===== config.mk =====
export PLATFORM = sky130hd
export DESIGN_NAME = vend_txn_ctrl_flat
export DESIGN_NICKNAME = d
export VERILOG_FILES = /design/src/rtl/vend_txn_ctrl_if.sv /design/src/rtl/vend_txn_ctrl.sv /design/src/flat_wrapper.sv
export SDC_FILE = /design/constraint.sdc
export NUM_CORES = 1
export LEC_CHECK = 0
export CAP_MARGIN = 20
export CORE_AREA = 2 2 72 74
export DETAILED_ROUTE_END_ITERATION = 8
export DIE_AREA = 0 0 74 76
export DONT_BUFFER_PORTS = 1
export GPL_TIMING_DRIVEN = 0
export MAX_ROUTING_LAYER = met4
export PLACE_DENSITY = 0.58
export SETUP_SLACK_MARGIN = 0.2
export SLEW_MARGIN = 20
export SYNTH_ARGS = -nofsm -noshare
export SYNTH_HDL_FRONTEND = slang
export SYNTH_SLANG_ARGS = --single-unit

===== constraint.sdc =====
create_clock -name clk -period 5.35 [get_ports clk]
set_clock_uncertainty 0.1 [all_clocks]
set_input_delay 0.535 -clock clk [delete_from_list [all_inputs] [get_ports clk]]
set_output_delay 0.535 -clock clk [all_outputs]
set_load 0.01 [all_outputs]

===== src/rtl/vend_txn_ctrl_if.sv =====
// Bus bundle between the vending transaction controller and its surroundings:
// coin/selection front panel, item dispenser and change hopper.
interface vend_txn_ctrl_if;
  logic       coin_n;
  logic       coin_d;
  logic       coin_q;
  logic       sel_valid;
  logic [1:0] sel;
  logic       cancel;
  logic       disp_req;
  logic [1:0] disp_item;
  logic       disp_ack;
  logic       chg_req;
  logic       chg_ack;
  logic [5:0] credit;
  logic       busy;
  logic       coin_reject;
  logic       err_insuff;

  // master: front panel / dispenser / hopper side
  modport master (
    output coin_n, coin_d, coin_q, sel_valid, sel, cancel, disp_ack, chg_ack,
    input  disp_req, disp_item, chg_req, credit, busy, coin_reject, err_insuff
  );

  // slave: the transaction controller
  modport slave (
    input  coin_n, coin_d, coin_q, sel_valid, sel, cancel, disp_ack, chg_ack,
    output disp_req, disp_item, chg_req, credit, busy, coin_reject, err_insuff
  );
endinterface


===== src/rtl/vend_txn_ctrl.sv =====
// Vending transaction controller: nickel-unit credit accumulation, price check,
// dispense handshake and one-nickel-at-a-time change/refund handshake.
//
//   state  | meaning
//   IDLE   | no credit, waiting for the first valid coin
//   CREDIT | holding credit; accepts coins, selection, cancel; inactivity timer runs
//   VEND   | disp_req high, waiting for disp_ack
//   CHANGE | chg_req high while credit > 0, one nickel per chg_ack
module vend_txn_ctrl #(
  parameter int unsigned PRICE_PENCIL = 2,
  parameter int unsigned PRICE_ERASER = 4,
  parameter int unsigned PRICE_PEN    = 6,
  parameter int unsigned MAX_CREDIT   = 20,
  parameter int unsigned TIMEOUT_CYC  = 1000
) (
  input logic            clk,
  input logic            reset,
  vend_txn_ctrl_if.slave bus
);

  localparam int unsigned TW = (TIMEOUT_CYC > 2) ? $clog2(TIMEOUT_CYC) : 1;
  localparam logic [TW-1:0] TMO_LAST = TW'(TIMEOUT_CYC - 1);

  typedef enum logic [1:0] {IDLE, CREDIT, VEND, CHANGE} state_t;

  state_t        state;
  logic [TW-1:0] timer;
  logic [5:0]    credit_q;
  logic          disp_req_q;
  logic [1:0]    disp_item_q;
  logic          chg_req_q;
  logic          busy_q;
  logic          coin_reject_q;
  logic          err_insuff_q;

  logic       coin_any;
  logic       coin_one;
  logic [2:0] coin_val;
  logic [5:0] price;
  logic       coin_fits;
  logic       coin_ok;
  logic       sel_hit;
  logic       sel_ok;
  logic       sel_low;
  logic       tmo;

  always_comb begin
    coin_any  = bus.coin_n | bus.coin_d | bus.coin_q;
    coin_one  = ({2'b00, bus.coin_n} + {2'b00, bus.coin_d} + {2'b00, bus.coin_q}) == 3'd1;
    coin_val  = bus.coin_n ? 3'd1 : (bus.coin_d ? 3'd2 : 3'd5);
    case (bus.sel)
      2'b01:   price = 6'(PRICE_PENCIL);
      2'b10:   price = 6'(PRICE_ERASER);
      2'b11:   price = 6'(PRICE_PEN);
      default: price = 6'd0;
    endcase
    coin_fits = ({1'b0, credit_q} + {4'b0000, coin_val}) <= 7'(MAX_CREDIT);
    coin_ok   = coin_one && coin_fits;
    sel_hit   = bus.sel_valid && (bus.sel != 2'b00);
    sel_ok    = sel_hit && (credit_q >= price);
    sel_low   = sel_hit && (credit_q < price);
    tmo       = (timer == TMO_LAST);
  end

  always_ff @(posedge clk or negedge reset) begin
    if (!reset) begin
      state         <= IDLE;
      timer         <= '0;
      credit_q      <= '0;
      disp_req_q    <= 1'b0;
      disp_item_q   <= 2'b00;
      chg_req_q     <= 1'b0;
      busy_q        <= 1'b0;
      coin_reject_q <= 1'b0;
      err_insuff_q  <= 1'b0;
    end else begin
      coin_reject_q <= 1'b0;
      err_insuff_q  <= 1'b0;
      case (state)
        IDLE: begin
          if (coin_ok) begin
            credit_q <= {3'b000, coin_val};
            timer    <= '0;
            state    <= CREDIT;
          end else begin
            coin_reject_q <= coin_any;
          end
        end
        CREDIT: begin
          if (bus.cancel) begin
            coin_reject_q <= coin_any;
            chg_req_q     <= (credit_q != 6'd0);
            busy_q        <= 1'b1;
            state         <= CHANGE;
          end else if (sel_ok) begin
            coin_reject_q <= coin_any;
            disp_item_q   <= bus.sel;
            credit_q      <= credit_q - price;
            disp_req_q    <= 1'b1;
            busy_q        <= 1'b1;
            state         <= VEND;
          end else begin
            err_insuff_q <= sel_low;
            if (coin_ok) begin
              credit_q <= credit_q + {3'b000, coin_val};
              timer    <= '0;
            end else begin
              coin_reject_q <= coin_any;
              // a rejected coin is not activity; only sel_valid restarts the timer here
              if (bus.sel_valid) begin
                timer <= '0;
              end else if (tmo) begin
                chg_req_q <= (credit_q != 6'd0);
                busy_q    <= 1'b1;
                state     <= CHANGE;
              end else begin
                timer <= timer + 1'b1;
              end
            end
          end
        end
        VEND: begin
          coin_reject_q <= coin_any;
          if (bus.disp_ack) begin
            disp_req_q <= 1'b0;
            if (credit_q == 6'd0) begin
              busy_q <= 1'b0;
              state  <= IDLE;
            end else begin
              chg_req_q <= 1'b1;
              state     <= CHANGE;
            end
          end
        end
        CHANGE: begin
          coin_reject_q <= coin_any;
          if (credit_q == 6'd0) begin
            chg_req_q <= 1'b0;
            busy_q    <= 1'b0;
            state     <= IDLE;
          end else if (bus.chg_ack) begin
            credit_q <= credit_q - 6'd1;
            if (credit_q == 6'd1) begin
              chg_req_q <= 1'b0;
              busy_q    <= 1'b0;
              state     <= IDLE;
            end
          end
        end
        default: state <= IDLE;
      endcase
    end
  end

  assign bus.credit      = credit_q;
  assign bus.disp_req    = disp_req_q;
  assign bus.disp_item   = disp_item_q;
  assign bus.chg_req     = chg_req_q;
  assign bus.busy        = busy_q;
  assign bus.coin_reject = coin_reject_q;
  assign bus.err_insuff  = err_insuff_q;

endmodule

===== src/flat_wrapper.sv =====
// flat-port wrapper written by rule: the top's interface ports become plain ports
module vend_txn_ctrl_flat 
#(
  parameter int unsigned PRICE_PENCIL = 2,
  parameter int unsigned PRICE_ERASER = 4,
  parameter int unsigned PRICE_PEN    = 6,
  parameter int unsigned MAX_CREDIT   = 20,
  parameter int unsigned TIMEOUT_CYC  = 1000
)
  (clk, reset, bus_coin_n, bus_coin_d, bus_coin_q, bus_sel_valid, bus_sel, bus_cancel, bus_disp_ack, bus_chg_ack, bus_disp_req, bus_disp_item, bus_chg_req, bus_credit, bus_busy, bus_coin_reject, bus_err_insuff);
  vend_txn_ctrl_if bus_i ();
  input logic clk;
  input logic reset;
  input wire logic [$bits(bus_i.coin_n)-1:0] bus_coin_n;
  input wire logic [$bits(bus_i.coin_d)-1:0] bus_coin_d;
  input wire logic [$bits(bus_i.coin_q)-1:0] bus_coin_q;
  input wire logic [$bits(bus_i.sel_valid)-1:0] bus_sel_valid;
  input wire logic [$bits(bus_i.sel)-1:0] bus_sel;
  input wire logic [$bits(bus_i.cancel)-1:0] bus_cancel;
  input wire logic [$bits(bus_i.disp_ack)-1:0] bus_disp_ack;
  input wire logic [$bits(bus_i.chg_ack)-1:0] bus_chg_ack;
  output wire logic [$bits(bus_i.disp_req)-1:0] bus_disp_req;
  output wire logic [$bits(bus_i.disp_item)-1:0] bus_disp_item;
  output wire logic [$bits(bus_i.chg_req)-1:0] bus_chg_req;
  output wire logic [$bits(bus_i.credit)-1:0] bus_credit;
  output wire logic [$bits(bus_i.busy)-1:0] bus_busy;
  output wire logic [$bits(bus_i.coin_reject)-1:0] bus_coin_reject;
  output wire logic [$bits(bus_i.err_insuff)-1:0] bus_err_insuff;
  assign bus_i.coin_n = bus_coin_n;
  assign bus_i.coin_d = bus_coin_d;
  assign bus_i.coin_q = bus_coin_q;
  assign bus_i.sel_valid = bus_sel_valid;
  assign bus_i.sel = bus_sel;
  assign bus_i.cancel = bus_cancel;
  assign bus_i.disp_ack = bus_disp_ack;
  assign bus_i.chg_ack = bus_chg_ack;
  assign bus_disp_req = bus_i.disp_req;
  assign bus_disp_item = bus_i.disp_item;
  assign bus_chg_req = bus_i.chg_req;
  assign bus_credit = bus_i.credit;
  assign bus_busy = bus_i.busy;
  assign bus_coin_reject = bus_i.coin_reject;
  assign bus_err_insuff = bus_i.err_insuff;
  vend_txn_ctrl #(.PRICE_PENCIL(PRICE_PENCIL), .PRICE_ERASER(PRICE_ERASER), .PRICE_PEN(PRICE_PEN), .MAX_CREDIT(MAX_CREDIT), .TIMEOUT_CYC(TIMEOUT_CYC)) u_core (.clk(clk), .reset(reset), .bus(bus_i));
endmodule

## Word-level counts from Yosys, hierarchy flattened

Cells that the tools add are included.

| word-level totals | value |
|---|---|
| flip-flop bits (word level) | 25 |
| bits in latches | 0 |
| memory bits (writable) | 0 |
| bits in read-only memories | 0 |
| input port bits | 11 |
| output and inout bits | 13 |
| word-level logic and storage cells | 130 |
| memories kept | 0 |

| cells by class | value |
|---|---|
| $add $sub $neg | 7 |
| multipliers | 0 |
| div/mod/pow operators | 0 |
| order comparisons | 3 |
| equality and inequality tests | 29 |
| shift-type cells | 0 |
| mux-type cells | 59 |
| bitwise operators | 3 |
| reductions and logical operators | 20 |

Operators with widths:

| cell | count |
|---|---|
| 2-to-1 mux 10 bit | 6 |
| 2-to-1 mux 6 bit | 6 |
| 2-to-1 mux 1 bit | 26 |
| 2-to-1 mux 2 bit | 11 |
| one-hot mux 10 bit (2 select lines) | 1 |
| one-hot mux 6 bit (3 select lines) | 1 |
| != test 2 bit, second input constant | 6 |
| adder 10 x 1 -> 10 bit, second input constant | 1 |
| equality test 10 bit, second input constant | 1 |
| != test 3 bit, second input constant | 3 |
| one-hot mux 1 bit (3 select lines) | 3 |
| one-hot mux 3 bit (3 select lines) | 1 |
| AND reduction 9 bit | 1 |
| equality test 2 bit, second input constant | 4 |
| != test 4 x 3 -> 1 bit, second input constant | 2 |
| one-hot mux 2 bit (4 select lines) | 1 |
| AND reduction 8 bit | 1 |
| adder 6 x 3 -> 7 bit | 1 |
| <= comparator 7 x 5 -> 1 bit, second input constant | 1 |
| AND reduction 7 bit | 1 |
| adder 6 x 3 -> 6 bit | 1 |
| equality test 6 x 1 -> 1 bit, second input constant | 1 |
| greater-or-equal comparator 6 x 3 -> 1 bit | 1 |
| logical NOT 6 bit | 1 |
| 26 further kinds | 39 |

## Depth between registers and ports, before layout

| depth | value |
|---|---|
| depth in word-level cells | 9 |
| mapped depth | 13 |
| gate-level depth less buffers | 12 |

## Worst setup path before layout

OpenSTA, ideal clock, no wires.

| timing | value |
|---|---|
| path type | input-to-reg |
| start point | input port bus_coin_n |
| end point | register u_core.credit_q[1], in the netlist u_core.bus.credit[1] |
| setup time | 0.125 ns |
| arrival time | 3.192 ns |
| data required time | 5.125 ns |
| path slack | 1.934 ns |
| stages on the path | 13 |
| buffers on the path | 1 |
| cells stage by stage | inv_1 > ha_1 > inv_1 > ha_1 > fa_1 > xor3_1 > o21a_1 > o31ai_1 > or3_1 > buf_6 > nand2_2 > a21o_2 > mux2_2 |

| on the way | value |
|---|---|
| longest elaborated chain between the ends | 6 |
| elaborated cells on any way between the ends | 16 |
| classes of those cells | 4 x add/sub; 1 x order compare; 3 x eq/ne; 6 x mux; 2 x reduce/logical |

Ends and longest elaborated chain:

| element | line | RTL |
|---|---|---|
| from (decl) | flat_wrapper.sv:14 | `input wire logic [$bits(bus_i.coin_n)-1:0] bus_coin_n;` |
| 2-to-1 mux 3 bit or adder 1 x 1 -> 2 bit (tied branches) | vend_txn_ctrl.sv:50, vend_txn_ctrl.sv:49 |  |
| adder 6 x 3 -> 7 bit (tied with other cells) | vend_txn_ctrl.sv:57 | `coin_fits = ({1'b0, credit_q} + {4'b0000, coin_val}) <= 7'(MAX_CREDIT);` |
| <= comparator 7 x 5 -> 1 bit (tied with other cells) | vend_txn_ctrl.sv:57 |  |
| logical AND 1 bit or 2-to-1 mux 6 bit (tied branches) | vend_txn_ctrl.sv:58, vend_txn_ctrl.sv:95 |  |
| != test 3 x 1 -> 1 bit (no line) (tied with other cells) | - |  |
| AND reduction 6 bit (no line) or one-hot mux 6 bit (3 select lines) (tied branches) | - |  |
| to (signal assigned) | vend_txn_ctrl.sv:82 | `credit_q <= {3'b000, coin_val};` |
| to (signal assigned) | vend_txn_ctrl.sv:98 | `credit_q <= credit_q - price;` |
| to (signal assigned) | vend_txn_ctrl.sv:105 | `credit_q <= credit_q + {3'b000, coin_val};` |
| to (decl) | vend_txn_ctrl.sv:28 | `logic [5:0] credit_q;` |

Several ways; a longest one is shown, not always the timed one. The select of a mux whose other input is x is not followed.
A chain may end at the register's enable or synchronous reset.

## Final worst setup path

| timing | value |
|---|---|
| start point | input port bus_coin_n |
| end point | register u_core.credit_q[2], in the netlist u_core.bus.credit[2] |

Same word-level chain as after synthesis.

==> out/results.txt <==
In the final layout, the share of cells above drive strength 1 is 11.11%. For the worst-skew pair, the clock arrives at the later sink with an insertion delay of 0.27 ns. The tools report the maximum clock insertion buffer count as 2. The tightest hold path in the finished design has a slack of 0.2677 ns. The arrival time at the worst endpoint was 3.52 ns; the final design utilization was 45.82%. The startpoint identified for the worst register-to-register timing path is u_core.bus.credit[0]. Clock tree synthesis selected as its root buffer the cell clkbuf_8. For flop-to-flop paths, the worst setup slack is 2.01 ns. In the routed design, unresolved DRC markers number 0. The placed cell count is 316, and the final total power is 1.137 mW.

Of the synthesized area, sequential elements account for 29.98%. Via count of the first global-routing pass: 1736. The final-report max-slew violation count is 0. The number of different library cells used by synthesis comes to 58.

The number of clock sinks is 25. The congestion estimate from routability-driven global placement came to 0.8646. The cell type with the highest aggregate area in the netlist is dfrtp_1.

The net count of the finished layout is 280. Summed over all layers, the routed wires come to 4900 um. The post-detailed-placement cell area was 0.002175 sq mm; the count of input and output buffers was 0. Summed over all cells, the static leakage comes to 0.9293 nW. The average wire length per cell after detail routing came out at 15.22 um.

The startpoint of the most critical hold path was bus_sel[0]. The tools report the startpoint type of the worst setup path as an input port. The number of vias per cell came out at 5.494. TritonCTS built the clock tree.

The run gives 26 as the pin count of the biggest net entering global routing. Sum of negative setup slack: 0 ns. The floorplan step defined a core boundary enclosing 0.004912 sq mm. The number of buffers added to fix hold violations after cts is 2, and the count of flip-flops with a built-in enable after synthesis is 0. The worst hold path terminates at u_core.bus.disp_item[0]. The finished cells cover 0.002251 sq mm. The placement row count is 26, and the slew at the pin with the worst max-slew slack is 0.8112 ns.

In this run the cell area of the synthesized design comes to 0.002087 sq mm. The first global-routing pass estimated 8500 um of wire. Subtracting the final worst setup slack from the clock period gives 3.454 ns. The die covers 0.005624 sq mm. The prevailing post-synth register cell is dfrtp_1.

The via count of the routed design came out at 1769. The tools report the maximum operating frequency as 289.5 MHz. Setup repair after global routing left no endpoint under its margin. Die width: 74 um.

The sum of overflow across all layers after global routing came out at 0. Relative to the synthesized area, the layout overhead comes to 7.854%. Once the floorplan was initialized, standard cells occupied 42.49% of the core. The run gives 3 as the number of CTS-inserted buffers. In this run the post-CTS setup repair buffer count came out at 0. The worst-case IR drop observed on VDD is 191.2 uV. The fraction of the cycle the final worst path needs was 64.56%. The initial antenna violation count is 0. The number of gates resized after CTS was 0. In this run, synthesis produced a sequential element count of 25.

Counting the fill cells in the layout gives 489. The worst pin sits at a relative slew slack of 45.67%. The run finished with clean final reports.

Of all nets on the critical path, the largest fanout is 7. Summed over all nets, the half-perimeter wirelength after detailed placement is 3738 um. For this run, the number of standard cells in the final layout without fillers is 322.

During synthesis, Yosys emitted a total of 0 warnings. The sort of element at the end of the critical path was a flop. After layout, the worst setup slack is 1.896 ns.

The data required time at the worst endpoint was 5.41 ns. The number of antenna-violating nets in the routed design was 0; the depth of the worst register-to-register path was 10. The chip height works out to 76 um. 24 I/O pins were placed. Dividing the synthesized area by the synthesized cell count gives 8.484 sq um. The worst min-delay path class was in2reg. Clock-pin slew was measured on the worst setup and hold paths at 0.09 ns. The final count of hold timing violations was 0; the final setup violation count was 0. After synthesis, the cell types taking the most area are dfrtp_1 (30%), ha_1 (7.8%), inv_1 (4.1%), nand3_1 (3.8%), a21oi_1 (3.6%).

Global routing consumed, over all layers together, 19.23% of the routing resources. Cell count of the worst hold path: 2. The starting DRC count in detailed routing is 147, and the number of antenna diodes is 0.

Counting every instance in the synthesized netlist gives 246. Across the run, the number of max-cap violations was 0. The worst register-to-register path ends at u_core.bus.credit[2]. At the placement stage, the worst setup path has a slack of 1.630 ns. Critical path class: in2reg.

The share of flip-flops with an asynchronous set or reset was 100.0%; the total nets after synthesis was 273. The top cell type's share of synthesized area is 29.98%. The total number of H-tree levels is 1, and the count of TritonRoute iterations in the first routing pass is 4. The power density of the placed cells came out at 505.1 mW/mm^2.
cells in the final DEF, fill, tap and decap left out, drive strengths merged, types with 4 or more instances in the layout:
cell	instances
nor3	10
nand3	16
ha	13
dfrtp	25
a31oi	5
or3	4
nand2	21
clkbuf	10
o211ai	9
buf	6
inv	23
nor2	15
a21oi	17
mux2	4
nand2b	6
nand4	5
o21ai	15
metal layers:
metal | track usage, % | vias up | wire length [um]
li1 | - | 896 | -
met4 | 6.364 | 0 | 30
met2 | 27.32 | 45 | 2205
met3 | 2.778 | 3 | 226
met1 | 27.91 | 825 | 2438
met5 | - | - | 0
cells by family after synthesis:
group | share of synthesized area (%)
buf+inv | 7.434
simple gates | 22.84
xor+xnor | 2.338
compound gates | 23.14
fa+ha+maj | 10.67
flops | 29.98
mux | 3.597
cell usage after synthesis, types with 2 or more instances:
master     count
fa_1           3
a2111oi_0      2
o21ai_0       12
or3_1          3
nand4_1        5
nand2_1       19
or2_2          2
nor3_1        10
buf_4          2
and3_1         3
a211o_1        2
dfrtp_1       25
o22ai_1        2
ha_1          13
a21oi_1       15
nor2b_1        3
clkbuf_1       7
nor3b_1        2
mux2i_1        3
nand3b_1       3
buf_6          2
a31oi_1        5
inv_1         23
nand3_1       16
nand2b_1       6
nor2_1        15
nand2_2        2
o211ai_1       8
mux2_2         4
registers in the layout, summed over array words and instances, names as in the netlist:
signal,flops
u_core.bus.disp_req,1
u_core.bus.coin_reject,1
u_core.timer,10
u_core.bus.disp_item,2
u_core.bus.chg_req,1
u_core.bus.credit,6
u_core.bus.err_insuff,1
u_core.state,2
u_core.bus.busy,1
area by class of cell:
type                            instances  area [sq um]  area share, %
Sequential cell                        25         625.6          27.79
Timing Repair Buffer                    2         30.03          1.334
Buffer                                 12         68.82          3.057
Multi-Input combinational cell        186          1306          58.03
Inverter                               23         86.33          3.835
Clock buffer                            3         41.29          1.834
Tap cell                               70         87.58          3.891
Clock inverter                          1         5.005         0.2223
power by group:
| part | switching, mW | internal (mW) | total, mW |
|---|---|---|---|
| combinational | 0.368 | 0.285 | 0.653 |
| clock | 0.0623 | 0.0522 | 0.115 |
| sequential | 0.101 | 0.269 | 0.369 |
worst max path at each step:
stage / depth (start not counted) / endpoint / slack (ns) / start
6_report: 13 / u_core.bus.credit[2] / 1.90 / bus_coin_n
5_1_grt: 13 / u_core.timer[2] / 1.72 / bus_coin_n
4_1_cts: 13 / u_core.bus.credit[2] / 1.91 / bus_coin_n
3_5_place_dp: 13 / u_core.bus.credit[2] / 1.63 / bus_coin_n
3_3_place_gp: 13 / u_core.bus.credit[2] / 1.64 / bus_coin_n
2_1_floorplan: 13 / u_core.bus.credit[1] / 1.93 / bus_coin_n
worst max-delay path, cell delays in order:
cell and delay (ns):
inv_1 0.07, ha_1 0.26, inv_1 0.08, ha_1 0.22
fa_1 0.39, xor3_1 0.45, o21a_1 0.17, o31ai_1 0.06
or3_1 0.40, buf_6 0.15, nand2_2 0.15, a21o_2 0.23
mux2_2 0.35
(Power assumes the default switching activity.)
